File: config.mk
export PLATFORM = sky130hd
export DESIGN_NAME = pipeline_ctrl
export DESIGN_NICKNAME = d
export VERILOG_FILES = /design/src/rtl/pipeline_ctrl.sv
export SDC_FILE = /design/constraint.sdc
export NUM_CORES = 1
export LEC_CHECK = 0
export CAP_MARGIN = 15
export CORE_AREA = 3 3 55 57
export DETAILED_ROUTE_END_ITERATION = 6
export DIE_AREA = 0 0 58 60
export PLACE_DENSITY = 0.67
export SLEW_MARGIN = 0
export SYNTH_ARGS = -nofsm -noshare
export SYNTH_HDL_FRONTEND = slang
export SYNTH_SLANG_ARGS = --single-unit
File: constraint.sdc
create_clock -name clk -period 1.95 [get_ports clk]
set_input_delay 0.39 -clock clk [delete_from_list [all_inputs] [get_ports clk]]
set_output_delay 0.39 -clock clk [all_outputs]
set_load 0.005 [all_outputs]
File: src/rtl/pipeline_ctrl.sv
// Run/step/halt sequencer for the 5-stage pipeline: merges debug commands, HALT and hazards
// into per-stage enables. Optional cycle counter enabled by PIPE_CTRL_CYCLE_COUNTER_EN.
module pipeline_ctrl #(
  parameter int unsigned DRAIN_CYCLES = 4
) (
  input  logic        clk,
  input  logic        rst_n,
  input  logic        run_req,
  input  logic        step_req,
  input  logic        halt_req,
  input  logic        halt_instr,
  input  logic        hazard_stall,
  input  logic        hazard_flush,
  input  logic        branch_taken,
  output logic        pc_we,
  output logic        if_id_we,
  output logic        if_id_flush,
  output logic        id_ex_flush,
  output logic        pipe_en,
  output logic [2:0]  state,
  output logic        halted,
  output logic        step_done,
  output logic [31:0] cycle_count
);

  typedef enum logic [2:0] {
    StIdle   = 3'd0,
    StRun    = 3'd1,
    StStep   = 3'd2,
    StDrain  = 3'd3,
    StHalted = 3'd4
  } state_e;

  localparam logic [3:0] DrainLoad = 4'(DRAIN_CYCLES);

  state_e     state_q, state_d;
  logic [3:0] drain_q, drain_d;
  logic       advance;

  always_ff @(posedge clk) begin
    if (!rst_n) begin
      state_q <= StIdle;
      drain_q <= '0;
    end else begin
      state_q <= state_d;
      drain_q <= drain_d;
    end
  end

  always_comb begin
    state_d     = state_q;
    drain_d     = drain_q;
    advance     = 1'b0;
    pc_we       = 1'b0;
    if_id_we    = 1'b0;
    if_id_flush = 1'b0;
    id_ex_flush = 1'b0;
    pipe_en     = 1'b0;
    halted      = 1'b0;
    step_done   = 1'b0;

    case (state_q)
      StIdle: begin
        // halt_req wins over step/run and simply keeps the core paused
        if (halt_req) begin
          state_d = StIdle;
        end else if (step_req) begin
          state_d = StStep;
        end else if (run_req) begin
          state_d = StRun;
        end
      end
      StRun: begin
        advance = 1'b1;
        if (halt_instr) begin
          state_d = StDrain;
          drain_d = DrainLoad;
        end else if (halt_req) begin
          state_d = StIdle;
        end
      end
      StStep: begin
        advance   = 1'b1;
        step_done = 1'b1;
        if (halt_instr) begin
          state_d = StDrain;
          drain_d = DrainLoad;
        end else begin
          state_d = StIdle;
        end
      end
      StDrain: begin
        // Front end frozen and bubbles injected while EX/MEM/WB empty out
        id_ex_flush = 1'b1;
        pipe_en     = 1'b1;
        if (drain_q <= 4'd1) begin
          state_d = StHalted;
          drain_d = '0;
        end else begin
          drain_d = drain_q - 4'd1;
        end
      end
      StHalted: begin
        halted = 1'b1;
      end
      default: begin
        state_d = StIdle;
        drain_d = '0;
      end
    endcase

    if (advance) begin
      pipe_en = 1'b1;
      // Hazards dominate a taken branch; the branch is re-resolved once the stall clears
      if (hazard_stall || hazard_flush) begin
        id_ex_flush = 1'b1;
      end else begin
        pc_we       = 1'b1;
        if_id_we    = 1'b1;
        if_id_flush = branch_taken;
      end
    end
  end

  assign state = state_q;

`ifdef PIPE_CTRL_CYCLE_COUNTER_EN
  logic [31:0] cycle_q;

  always_ff @(posedge clk) begin
    if (!rst_n) begin
      cycle_q <= '0;
    end else if (pipe_en) begin
      cycle_q <= cycle_q + 32'd1;
    end
  end

  assign cycle_count = cycle_q;
`else
  assign cycle_count = '0;
`endif

endmodule

==> metrics.md <==
| Metric | Value |
|---|---|
| Outcome | complete, no violations |
| Unrepaired setup endpoints after global routing | false |
| Post-synth top flop | dfxtp_1 |
| Worst min path class | register to register |
| R2R depth | 6 |
| Max rail drop VDD | 0.000256 V |
| Starting Density | 30.1% |
| Final Hold Slack | 0.571 ns |
| Multiplexer area fraction after synthesis | 0% |
| FF+latch area | 145 um2 |
| Hold depth | 1 |
| Crit path max fanout | 12 |
| Clk pin slew, worst setup/hold paths | 0.05 ns |
| Synth Area in Compound Gates | 22.4% |
| Data required, critical path | 1.56 ns |
| Pwr per Cell Area | 541 nW/um2 |
| Highest metal used | met3 |
| Reg2reg start | drain_q[0]$_SDFFE_PN0P_ |
| Antenna Nets Post-Route | 0 |
| CTS Buf Count | 3 |
| Async S/R FF share, synth | 0% |
| Number of vias per cell | 4.24 |
| Area contributors post-synth | buf_4 34%, dfxtp_1 18%, nor2_1 3.5%, ha_1 3.3%, o21a_1 3.0% |
| Overflow after GRT | 0 |
| First-pass GRT wire length | 2170 um |
| CTS tree | done |
| Vias in the first global route | 516 |
| Number of synthesized flops with an enable pin | 0 |
| Layout area overhead | 22.4% |
| Hold Path Origin | drain_q[3]$_SDFFE_PN0P_ |
| Area of the multi-input gates | 468 um2 |
| Sink Count | 7 |
| Syn avg cell area | 8.15 um2 |
| DRT Pass-1 Iters | 3 |
| Ys Warns | 0 |
| Vert. Die Dim | 60 um |
| Fin. Hold Viols | 0 |
| N_diodes | 0 |
| Drt drc | 0 |
| Pin count of the biggest net entering global routing | 13 |
| Hold endpoint | drain_q[3]$_SDFFE_PN0P_ |
| Final RePlAce weighted congestion | 0.705 |
| Mapped Cells | 93 |
| CP Capture Type | output port |
| Cell Rows | 18 |
| Setup Skew | 0.00335 ns |
| Worst R2R Setup Slack | 0.37 ns |
| Avg WL per Cell | 10.5 um |
| CTS root buffer | clkbuf_4 |
| Port bufs | 18 |
| Initial antenna violation count | 0 |
| Tmin final | 1.74 ns |
| P_leak | 0.508 nW |
| Yosys top cell area share | 33.7% |
| Fmax | 574 MHz |
| Total die area | 3480 um2 |
| Most frequent cells in the layout | 32 x conb_1, 9 x clkdlybuf4s50_1, 7 x nor2_1, 7 x buf_4 |
| Reg-to-reg critical path endpoint | drain_q[2]$_SDFFE_PN0P_ |
| Combinational family with the most area after synthesis | buffers and inverters |
| Met2 routed WL | 746 um |
| CP Launch Type | register |
| HPWL Detailed | 1140 um |
| Filler cell count | 265 |
| Routed met1 length | 565 um |
| Final setup fails | 0 |
| Core Area | 2520 um2 |
| Yosys reg bits | 7 |
| Sequential share of the synthesized area | 18.5% |
| Synth Cell Area | 758 um2 |
| Post-Synth Simple-Gate Area | 16.8% |
| Initial DRC count | 13 |
| Proportion of layout cells with a drive suffix above 1 | 15.4% |
| IO Pins | 51 |
| Fin nets | 129 |
| Largest area contributor in the netlist | buf_4 |
| Final wirelength | 1550 um |
| Hold-fix buffers, CTS | 0 |
| Total negative slack | 0 ns |
| Post-route clock period utilization | 89.4% |
| Clock Latency Late Sink | 0.24 ns |
| Synth Area in Adders | 3.30% |
| Max-cap violations | 0 |
| Most common cell after layout, fill and taps aside | conb_1 |
| Post-Synth XOR/XNOR Area | 1.16% |
| Htree depth | 1 |
| Data arrival, critical path | 1.35 ns |
| Yosys cell types | 33 |
| CTS Buffer Depth | 2 |
| Die width | 58 um |
| Vias | 624 |
| Slew Viols, Final | 0 |
| Crit path kind | register to output port |
| Tot GR Track Use | 8.01% |
| WL met3 | 236 um |
==> synth_stat cells (2+ instances only) <==
cell type and number:
nor2_1 7, nor3b_1 2, and2_1 3, inv_1 3
o21a_1 3, o22ai_1 3, a21oi_1 4, buf_4 34
nor3_1 2, dfxtp_1 7, nor2b_1 2, ha_1 2
==> critical path: stages, from the launching register on <==
cell,delay (ns)
dfxtp_2,0.39
buf_4,0.20
clkdlybuf4s50_1,0.52
==> worst max-delay path by stage <==
stage	start	endpoint
2_1_floorplan	state[1]$_SDFFE_PN0P_	if_id_flush
3_3_place_gp	hazard_flush	if_id_flush
3_5_place_dp	hazard_flush	if_id_flush
4_1_cts	state[1]$_SDFFE_PN0P_	if_id_flush
5_1_grt	state[0]$_SDFFE_PN0P_	id_ex_flush
6_report	state[1]$_SDFFE_PN0P_	state[1]
==> power breakdown <==
part	internal (mW)	total, mW	leakage [nW]	switching, mW
Sequential	0.154	0.169	0.0580	0.0150
Combinational	0.107	0.203	0.435	0.0960
Clock	0.0780	0.130	0.0150	0.0518
==> per-stage QoR <==
step / setup WS, ns / instances / instance area (um2) / utilization, % / total power [mW]
6_report: 0.207 / 147 / 928 / 36.8 / 0.502
4_1_cts: -0.106 / 147 / 916 / 36.3 / 0.512
2_1_floorplan: 0.498 / 124 / 875 / - / 0.323
3_5_place_dp: -0.275 / 140 / 851 / 33.7 / 0.361
3_3_place_gp: -0.225 / 140 / 851 / 33.7 / 0.358
5_1_grt: 0.147 / 147 / 928 / 36.8 / 0.542
==> final cells by class <==
class	instances	area share [%]
multi-input cells	78	50.4
repair buffers	25	25.9
flip-flops and latches	7	15.6
well taps	30	4.04
clock buffers	4	2.83
inverters	3	1.21
==> flip-flops by register name (all words and copies together), names as in the netlist <==
signal / cells
state: 3
drain_q: 4
==> layer usage <==
layer  up-vias  GRT usage [%]
li1        308              -
met1       279           8.90
met2        37           13.9
met3         0           3.02
met4         0           2.98
met5         -              0
==> repair_timing <==
action,CTS,global route
resized for setup,9,5
endpoints found under the setup margin,5,5
pin swaps,2,2
setup buffers,3,0
==> cells by family after synthesis <==
logic type               count (synthesis)
AO/OA/AOI/OAI                           21
XOR/XNOR                                 1
adder cells (fa/ha/maj)                  2
buffers and inverters                   39
flip-flops                               7
other                                    1
AND/OR/NAND/NOR                         22
No activity file was read; power rests on OpenSTA's default activity.
